[src/rtl/serial_adder_ctrl.sv]
// serial_adder_ctrl / ha
//
// Bit-serial adder controller. One 1-bit full-adder cell is reused over
// WIDTH clock cycles to add two WIDTH-bit operands. The cell is two half
// adders plus an OR gate. Bits are processed LSB first, and a carry
// flip-flop links each cycle to the next. The design uses one cell
// instead of a WIDTH-bit adder, so each result takes longer to produce.
//
// Ports (serial_adder_ctrl):
//   clk        rising-edge clock
//   rst        synchronous reset, active-high
//   in_valid   a/b/cin operand set is valid
//   in_ready   block can accept operands (high only in IDLE)
//   a, b       WIDTH-bit operands
//   cin        carry-in
//   out_valid  result is valid (high only in DONE)
//   out_ready  consumer accepts the result
//   sum        registered (a+b+cin) mod 2^WIDTH
//   cout       registered carry-out
//   busy       high whenever the controller is not in IDLE
//
// Ports (ha): x, y inputs; s = x^y, c = x&y.

module ha (
    input  logic x,
    input  logic y,
    output logic s,
    output logic c
);
    assign s = x ^ y;
    assign c = x & y;
endmodule

module serial_adder_ctrl #(
    parameter int WIDTH = 8
) (
    input  logic             clk,
    input  logic             rst,
    input  logic             in_valid,
    output logic             in_ready,
    input  logic [WIDTH-1:0] a,
    input  logic [WIDTH-1:0] b,
    input  logic             cin,
    output logic             out_valid,
    input  logic             out_ready,
    output logic [WIDTH-1:0] sum,
    output logic             cout,
    output logic             busy
);
    localparam int CW = $clog2(WIDTH + 1);

    typedef enum logic [1:0] {
        IDLE = 2'd0,
        RUN  = 2'd1,
        DONE = 2'd2
    } state_t;

    state_t           state;
    logic [WIDTH-1:0] a_sh;
    logic [WIDTH-1:0] b_sh;
    logic [WIDTH-1:0] sum_sh;
    logic             carry;
    logic [CW-1:0]    cnt;

    // Full-adder cell: first half adder adds the operand bits, second adds
    // the running carry. At most one half adder can carry, so OR is enough.
    logic s0, c0, c1;
    logic cell_s, cell_c;

    ha u_ha0 (.x(a_sh[0]), .y(b_sh[0]), .s(s0),     .c(c0));
    ha u_ha1 (.x(s0),      .y(carry),   .s(cell_s), .c(c1));

    assign cell_c = c0 | c1;

    // New sum bit enters at the MSB so that after WIDTH shifts the LSB-first
    // bits line up. Written as shift/OR so WIDTH=1 needs no special slice.
    logic [WIDTH-1:0] sum_next;

    always_comb begin
        sum_next = (sum_sh >> 1) | (WIDTH'(cell_s) << (WIDTH - 1));
    end

    assign busy = (state != IDLE);

    // Controller FSM. It also registers the handshake outputs and the
    // result, so they change only on clock edges.
    always_ff @(posedge clk) begin
        if (rst) begin
            state     <= IDLE;
            in_ready  <= 1'b1;
            out_valid <= 1'b0;
            sum       <= '0;
            cout      <= 1'b0;
            carry     <= 1'b0;
            cnt       <= '0;
            a_sh      <= '0;
            b_sh      <= '0;
            sum_sh    <= '0;
        end else begin
            case (state)
                IDLE: begin
                    if (in_valid && in_ready) begin
                        a_sh     <= a;
                        b_sh     <= b;
                        carry    <= cin;
                        cnt      <= '0;
                        in_ready <= 1'b0;
                        state    <= RUN;
                    end
                end
                RUN: begin
                    carry  <= cell_c;
                    a_sh   <= a_sh >> 1;
                    b_sh   <= b_sh >> 1;
                    sum_sh <= sum_next;
                    cnt    <= cnt + CW'(1);
                    if (cnt == CW'(WIDTH - 1)) begin
                        sum       <= sum_next;
                        cout      <= cell_c;
                        out_valid <= 1'b1;
                        state     <= DONE;
                    end
                end
                DONE: begin
                    if (out_ready) begin
                        out_valid <= 1'b0;
                        in_ready  <= 1'b1;
                        state     <= IDLE;
                    end
                end
                default: begin
                    out_valid <= 1'b0;
                    in_ready  <= 1'b1;
                    state     <= IDLE;
                end
            endcase
        end
    end
endmodule
[config.mk]
export PLATFORM = sky130hd
export DESIGN_NAME = serial_adder_ctrl
export DESIGN_NICKNAME = d
export VERILOG_FILES = /design/src/rtl/serial_adder_ctrl.sv
export SDC_FILE = /design/constraint.sdc
export NUM_CORES = 1
export LEC_CHECK = 0
export CAP_MARGIN = 5
export CORE_MARGIN = 1
export CORE_UTILIZATION = 38
export DETAILED_ROUTE_END_ITERATION = 10
export PLACE_DENSITY_LB_ADDON = 0.12
export REMOVE_ABC_BUFFERS = 1
export SETUP_SLACK_MARGIN = 0.05
export SYNTH_ARGS = -nofsm -noshare
export SYNTH_HDL_FRONTEND = slang
export SYNTH_SLANG_ARGS = --single-unit
[constraint.sdc]
create_clock -name clk -period 2 [get_ports clk]
set_input_delay 0.2 -clock clk [delete_from_list [all_inputs] [get_ports clk]]
set_output_delay 0.2 -clock clk [all_outputs]
set_load 0.005 [all_outputs]
==> impl_metrics.toml, run 1 <==
[route]
antenna_left = 0
vias_per_cell = 5.34
drc = 0
drt_iter0_drc = 73
avgRoutedWirePerCell_um = 14.1
wirelength_mm = 4.03
num_vias = 1528
drt_pre_antenna_iters = 4

[grt]
antenna_found_initial = 0
grt_max_degree = 56
grt_usage_pct = 16.2
grt_overflow_total = 0
grt_pass1_wl_mm = 6.53
grt_pass1_vias = 1441

[synth]
synth-simple-area-share_pct = 14.8
synth_top_family_by_area = "compound AO/OA/AOI/OAI gates"
ys_seq_elements = 41
syn_inst = 191
synthAdderAreaFrac_pct = 1.70
ys_seq_area_share_pct = 42.9
synthesis.area_um2 = 1910
synth_compound_area_share_pct = 24.3
synth.mux.area_fraction_pct = 11.2
yosys-top-cells-area = "dfxtp_1, mux2_4, o311a_1, o21bai_1, a31o_2"
synth_cell_types = 29
yosysWarnings = 0
synth_top_area_cell = "dfxtp_1"
syn_area_per_cell_um2 = 10.0
synth_xor_area_share_pct = 0
synth_top_cell_area_share_pct = 42.9

[floorplanning]
start_util_pct = 40.0
fp-row-count = 25
io_pins = 33
die_h_um = 73.0
dieArea_um2 = 5330
core_area_um2 = 4790
die_w_um = 73.0

[sta]
fin_crit_sh_pct = 87.9
clock_skew_ps = 2.02
rsz0062_at_grt = "false"
setup_violations = 0
period_needed_ps = 1760
tightest_slew_ps = 616
report.final.slew_viol_count = 0
fin_ws_ps = 242
finalHoldViolCount = 0
slew_headroom_pct = 58.8
clock.fmax_ghz = 0.569

[clock_network]
cts_max_level = 2
cts.sinks = 41
numCtsBuffers = 5
post_cts_buffers = 0
clk_path_buf_depth = 2
clk_pin_slew_ps = 80
tritoncts = "built"
ctsHoldBuffers = 0
clockRootBuffer = "clkbuf_8"
clkLatencyLatePin_ps = 290
cts_resized = 0

[placed_design]
placed_area_um2 = 2310
hpwl_mm = 2.53
port_buffers = 32
dp_slack_ps = 235
gp_routability_congestion = 0.716

[setup_path]
cpLargestDelayFamily = "buffers and inverters"
endpoint_kind = "output port"
critPathArrivalTime_ps = 1560
critical_path.max_stage_delay_ps = 440
crit_chain = "buf_12, or2_2, clkdlybuf4s50_1"
cp.buffers_inverters = 2
crit_slowest_cell = "clkdlybuf4s50_1"
required_ps = 1800
path_max_fanout = 55
critPathLaunchType = "flip-flop"
worst-setup-path-type = "reg -> out"

[cells_and_area]
fin_nets = 241
num-fill-cells = 450
final_cell_area_um2 = 2430
area_delta_synth_final_pct = 26.9
antenna_cells = 0
drive_gt1_share_pct = 20.1

[hold_path]
hold_path_class = "reg -> reg"

[run_status]
status = "finished clean"

[pwr]
p_leak_nw = 0.938
p_per_area_nw_per_um2 = 771
peakVddDrop_mv = 0.390

[job]
max_cap_viol_count = 0
==> worst reg2reg max path, delay by kind of cell (launching register included) <==
kind,cells,cell delay (ps)
multiplexers,1,370
flip-flops,1,370
buffers and inverters,1,270
AND/OR/NAND/NOR,1,140
AO/OA/AOI/OAI,1,280
==> cells in the final DEF, fill, tap and decap left out, drive strengths merged, types with 2 or more instances in the layout <==
cell type and count:
or2 3, clkbuf 7, nor2 3, nor4b 9, o311a 15, or4b 2
nor2b 2, nand3b 2, a31oi 3, nand2b 2, nand3 2, clkdlybuf4s50 32
buf 8, dfxtp 41, nand2 20, o21bai 15, mux2 15, a21oi 14
o21ai 7, a31o 9
==> final cells by class <==
| class | count | area (um2) | area share, % |
|---|---|---|---|
| clock inverters | 1 | 30.0 | 1.24 |
| well taps | 67 | 83.8 | 3.45 |
| multi-input cells | 129 | 998 | 41.1 |
| inverters | 1 | 3.75 | 0.155 |
| repair buffers | 40 | 405 | 16.7 |
| flip-flops and latches | 41 | 821 | 33.8 |
| clock buffers | 7 | 86.3 | 3.55 |
==> cell usage after synthesis, drive strengths merged <==
cell	n
o311a	15
ha	1
nand3	2
o21bai	15
fa	1
or3	1
clkinv	1
or4b	2
nand2	20
a21oi	14
or2	3
nor3b	1
mux2	15
a31oi	3
nand2b	2
o21ai	7
a31o	9
clkbuf	14
nor4b	9
nor2b	2
nor2	3
nand4b	1
nand3b	2
and3	1
dfxtp	41
buf	6
==> metal layers <==
layer | GRT usage, % | vias up | share of wire, % | wire length [um]
li1 | - | 763 | - | -
met1 | 19.6 | 734 | 47 | 1900
met2 | 27.2 | 27 | 48 | 1920
met3 | 5.25 | 4 | 4.1 | 165
met4 | 5.45 | 0 | 1.1 | 46
met5 | 0 | - | 0 | 0
==> registers in the layout (all words and copies together), names as in the netlist <==
name and flops:
out_valid 1, state 2, a_sh 8, in_ready 1, sum_sh 7, carry 1
cout 1, sum 8, b_sh 8, cnt 4
==> power by group <==
| part | total (mW) | switching [mW] | internal [mW] |
|---|---|---|---|
| sequential | 0.890 | 0.0271 | 0.863 |
| clock | 0.688 | 0.281 | 0.407 |
| combinational | 0.294 | 0.120 | 0.175 |
==> path summary, 6_finish.rpt <==
| path | endpoint | cells after the start | slack (ps) | from |
|---|---|---|---|---|
| worst max-delay path | busy | 3 | 240 | state[1] |
| worst min-delay path | sum_sh[1] | 2 | 470 | sum_sh[1] |
| worst max register to register | b_sh[2] | 4 | 460 | state[1] |
| worst min register to register | sum_sh[1] | 2 | 470 | sum_sh[1] |
==> stage by stage <==
step | hold WS, ps | total power [mW] | util [%] | TNS [ps] | instances
4_1_cts | 465 | 1.89 | 50.7 | 0 | 286
3_5_place_dp | 454 | 1.20 | 48.3 | 0 | 278
3_3_place_gp | 444 | 1.19 | 48.3 | 0 | 278
2_1_floorplan | 269 | 1.09 | - | -12770 | 171
6_report | 468 | 1.87 | 50.7 | 0 | 286
5_1_grt | 494 | 1.96 | 50.7 | 0 | 286
==> cells by family after synthesis <==
group	count (synthesis)
AOI/OAI and AO/OA	63
adders and majority gates	2
buffers and inverters	21
DFF	41
muxes	15
and+or+nand+nor	49
(Power assumes the default switching activity.)
==> run 2, diff against run 1 <==
- CAP_MARGIN: 5 -> 40
- CORE_MARGIN: 1 -> 3
==> run 2 against run 1 <==
Clock power decreased by 0.9%. Combinational power decreased by 3%. First-iteration DRC count decreased by 29%. Count of clock-buffer cells in the layout stayed put. Fmax increased by 0.25%. Worst setup slack gained 4.4 ps. Critical path depth decreased by 1. Routed wire length up 4.6%. Sequential share of layout area rose by 0.25 points. Flip-flop and latch count unchanged.
==> impl_metrics.toml, run 2 (synthesis gave the netlist of run 1 again) <==
[run_status]
status = "finished clean"

[cells_and_area]
regArea_um2 = 821
area_delta_synth_final_pct = 25.9
final-instance-count-excl-fill = 287
layout_common_cells = "dfxtp_1, clkdlybuf4s50_1, nand2_1, o21bai_1, o311a_1"
antenna_cells = 0
layout_commonest_cell = "dfxtp_1"
reg.largest.list = "a_sh (8), b_sh (8), sum (8)"
fin_nets = 242
num-fill-cells = 453
drive_gt1_share_pct = 20.5
multi_input_area_um2 = 998

[clock_network]
cts_resized = 0
cts_max_level = 2
ctsHoldBuffers = 0
clk_path_buf_depth = 2
numCtsBuffers = 5
clk_pin_slew_ps = 80
cts.sinks = 41
post_cts_buffers = 0
clockRootBuffer = "clkbuf_8"
clkLatencyLatePin_ps = 290
tritoncts = "built"

[setup_path]
crit_slowest_cell = "dfxtp_1"
cp.buffers_inverters = 1
worst_r2r_startpoint = "state[0]"
critPathArrivalTime_ps = 1550
cpLargestDelayFamily = "flip-flops"
endpoint_kind = "output port"
required_ps = 1800
reg2reg_depth = 4
regToRegSetupSlack_ps = 330
crit_chain = "or2_2, clkdlybuf4s50_1"
regToRegEndpoint = "b_sh[3]"
path_max_fanout = 14
critPathLaunchType = "flip-flop"
critical_path.max_stage_delay_ps = 580
worst-setup-path-type = "reg -> out"

[hold_path]
min_from = "sum_sh[4]"
hold_depth = 2
hold_path_class = "reg -> reg"
min_to = "sum_sh[4]"

[placed_design]
dpl.cell_count = 279
dp_slack_ps = 214
gp_routability_congestion = 0.786
hpwl_mm = 2.80
port_buffers = 32

[route]
num_vias = 1550
highest_layer = "met4"
avgRoutedWirePerCell_um = 14.7
vias_per_cell = 5.40
drt_pre_antenna_iters = 4
met3_wirelength_um = 246
antenna_left = 0
wirelength_mm = 4.22
drt_iter0_drc = 52
dr_wl_met2_mm = 2.07
m1WireLength_mm = 1.86
drc = 0

[floorplanning]
die_h_um = 77.0
start_util_pct = 40.0
core_area_um2 = 4790
die_w_um = 77.0
io_pins = 33
dieArea_um2 = 5930
fp-row-count = 25

[pwr]
p_leak_nw = 0.935
peakVddDrop_mv = 0.299
p_per_area_nw_per_um2 = 773

[sta]
tns_ps = 0
slew_headroom_pct = 60.8
fin_ws_ps = 247
clock_skew_ps = 7.27
period_needed_ps = 1750
rsz0062_at_grt = "false"
clock.fmax_ghz = 0.570
report.final.slew_viol_count = 0
tightest_slew_ps = 587
setup_violations = 0
finalHoldViolCount = 0
fin_crit_sh_pct = 87.7

[job]
max_cap_viol_count = 0

[grt]
grt_overflow_total = 0
antenna_found_initial = 0
grt_usage_pct = 14.6
grt_max_degree = 37
grt_pass1_wl_mm = 7.00
grt_pass1_vias = 1484
==> run 2: changes by cell type in the layout (fill, tap and decap cells not counted) <==
cell    change
buf_12      -2
buf_4       +3
==> run 2: layer usage <==
metal | up-vias | GRT usage [%]
met5 | - | 0
met4 | 0 | 3.20
met3 | 6 | 5.40
met2 | 37 | 24.0
met1 | 742 | 18.2
li1 | 765 | -
==> run 2: worst max-delay path by stage <==
stage	from	to	slack, ps	depth (start not counted)
after global placement	in_valid	b_sh[7]	310	4
final	state[0]	busy	250	2
after floorplan	state[1]	b_sh[0]	-740	3
after CTS	state[0]	busy	230	2
after global routing	state[0]	busy	120	2
after detailed placement	in_valid	b_sh[7]	210	4
==> run 2: worst reg2reg max path, delay by kind of cell (launching register included) <==
family	cells	cell delay (ps)
flip-flops	1	580
multiplexers	1	310
AO/OA/AOI/OAI	1	290
buffers and inverters	1	220
AND/OR/NAND/NOR	1	150
==> run 2: layout make-up <==
class	count	area share, %
clock inverters	1	1.25
multi-input cells	129	41.4
repair buffers	41	16.1
flip-flops and latches	41	34.0
clock buffers	7	3.58
inverters	1	0.156
well taps	67	3.48
==> run 2: stage by stage <==
stage / total power, mW / hold WS, ps / instance area, um2 / utilization (%)
after detailed placement: 1.20 / 460 / 2290 / 47.9
after floorplan: 1.09 / 269 / 1820 / -
after CTS: 1.89 / 471 / 2410 / 50.4
final: 1.86 / 471 / 2410 / 50.4
after global placement: 1.19 / 442 / 2290 / 47.9
after global routing: 1.95 / 498 / 2410 / 50.4
==> run 2: where the power goes <==
group | switching (mW) | internal, mW | leakage, nW
Sequential | 0.0325 | 0.863 | 0.335
Clock | 0.275 | 0.407 | 0.0585
Combinational | 0.117 | 0.169 | 0.541
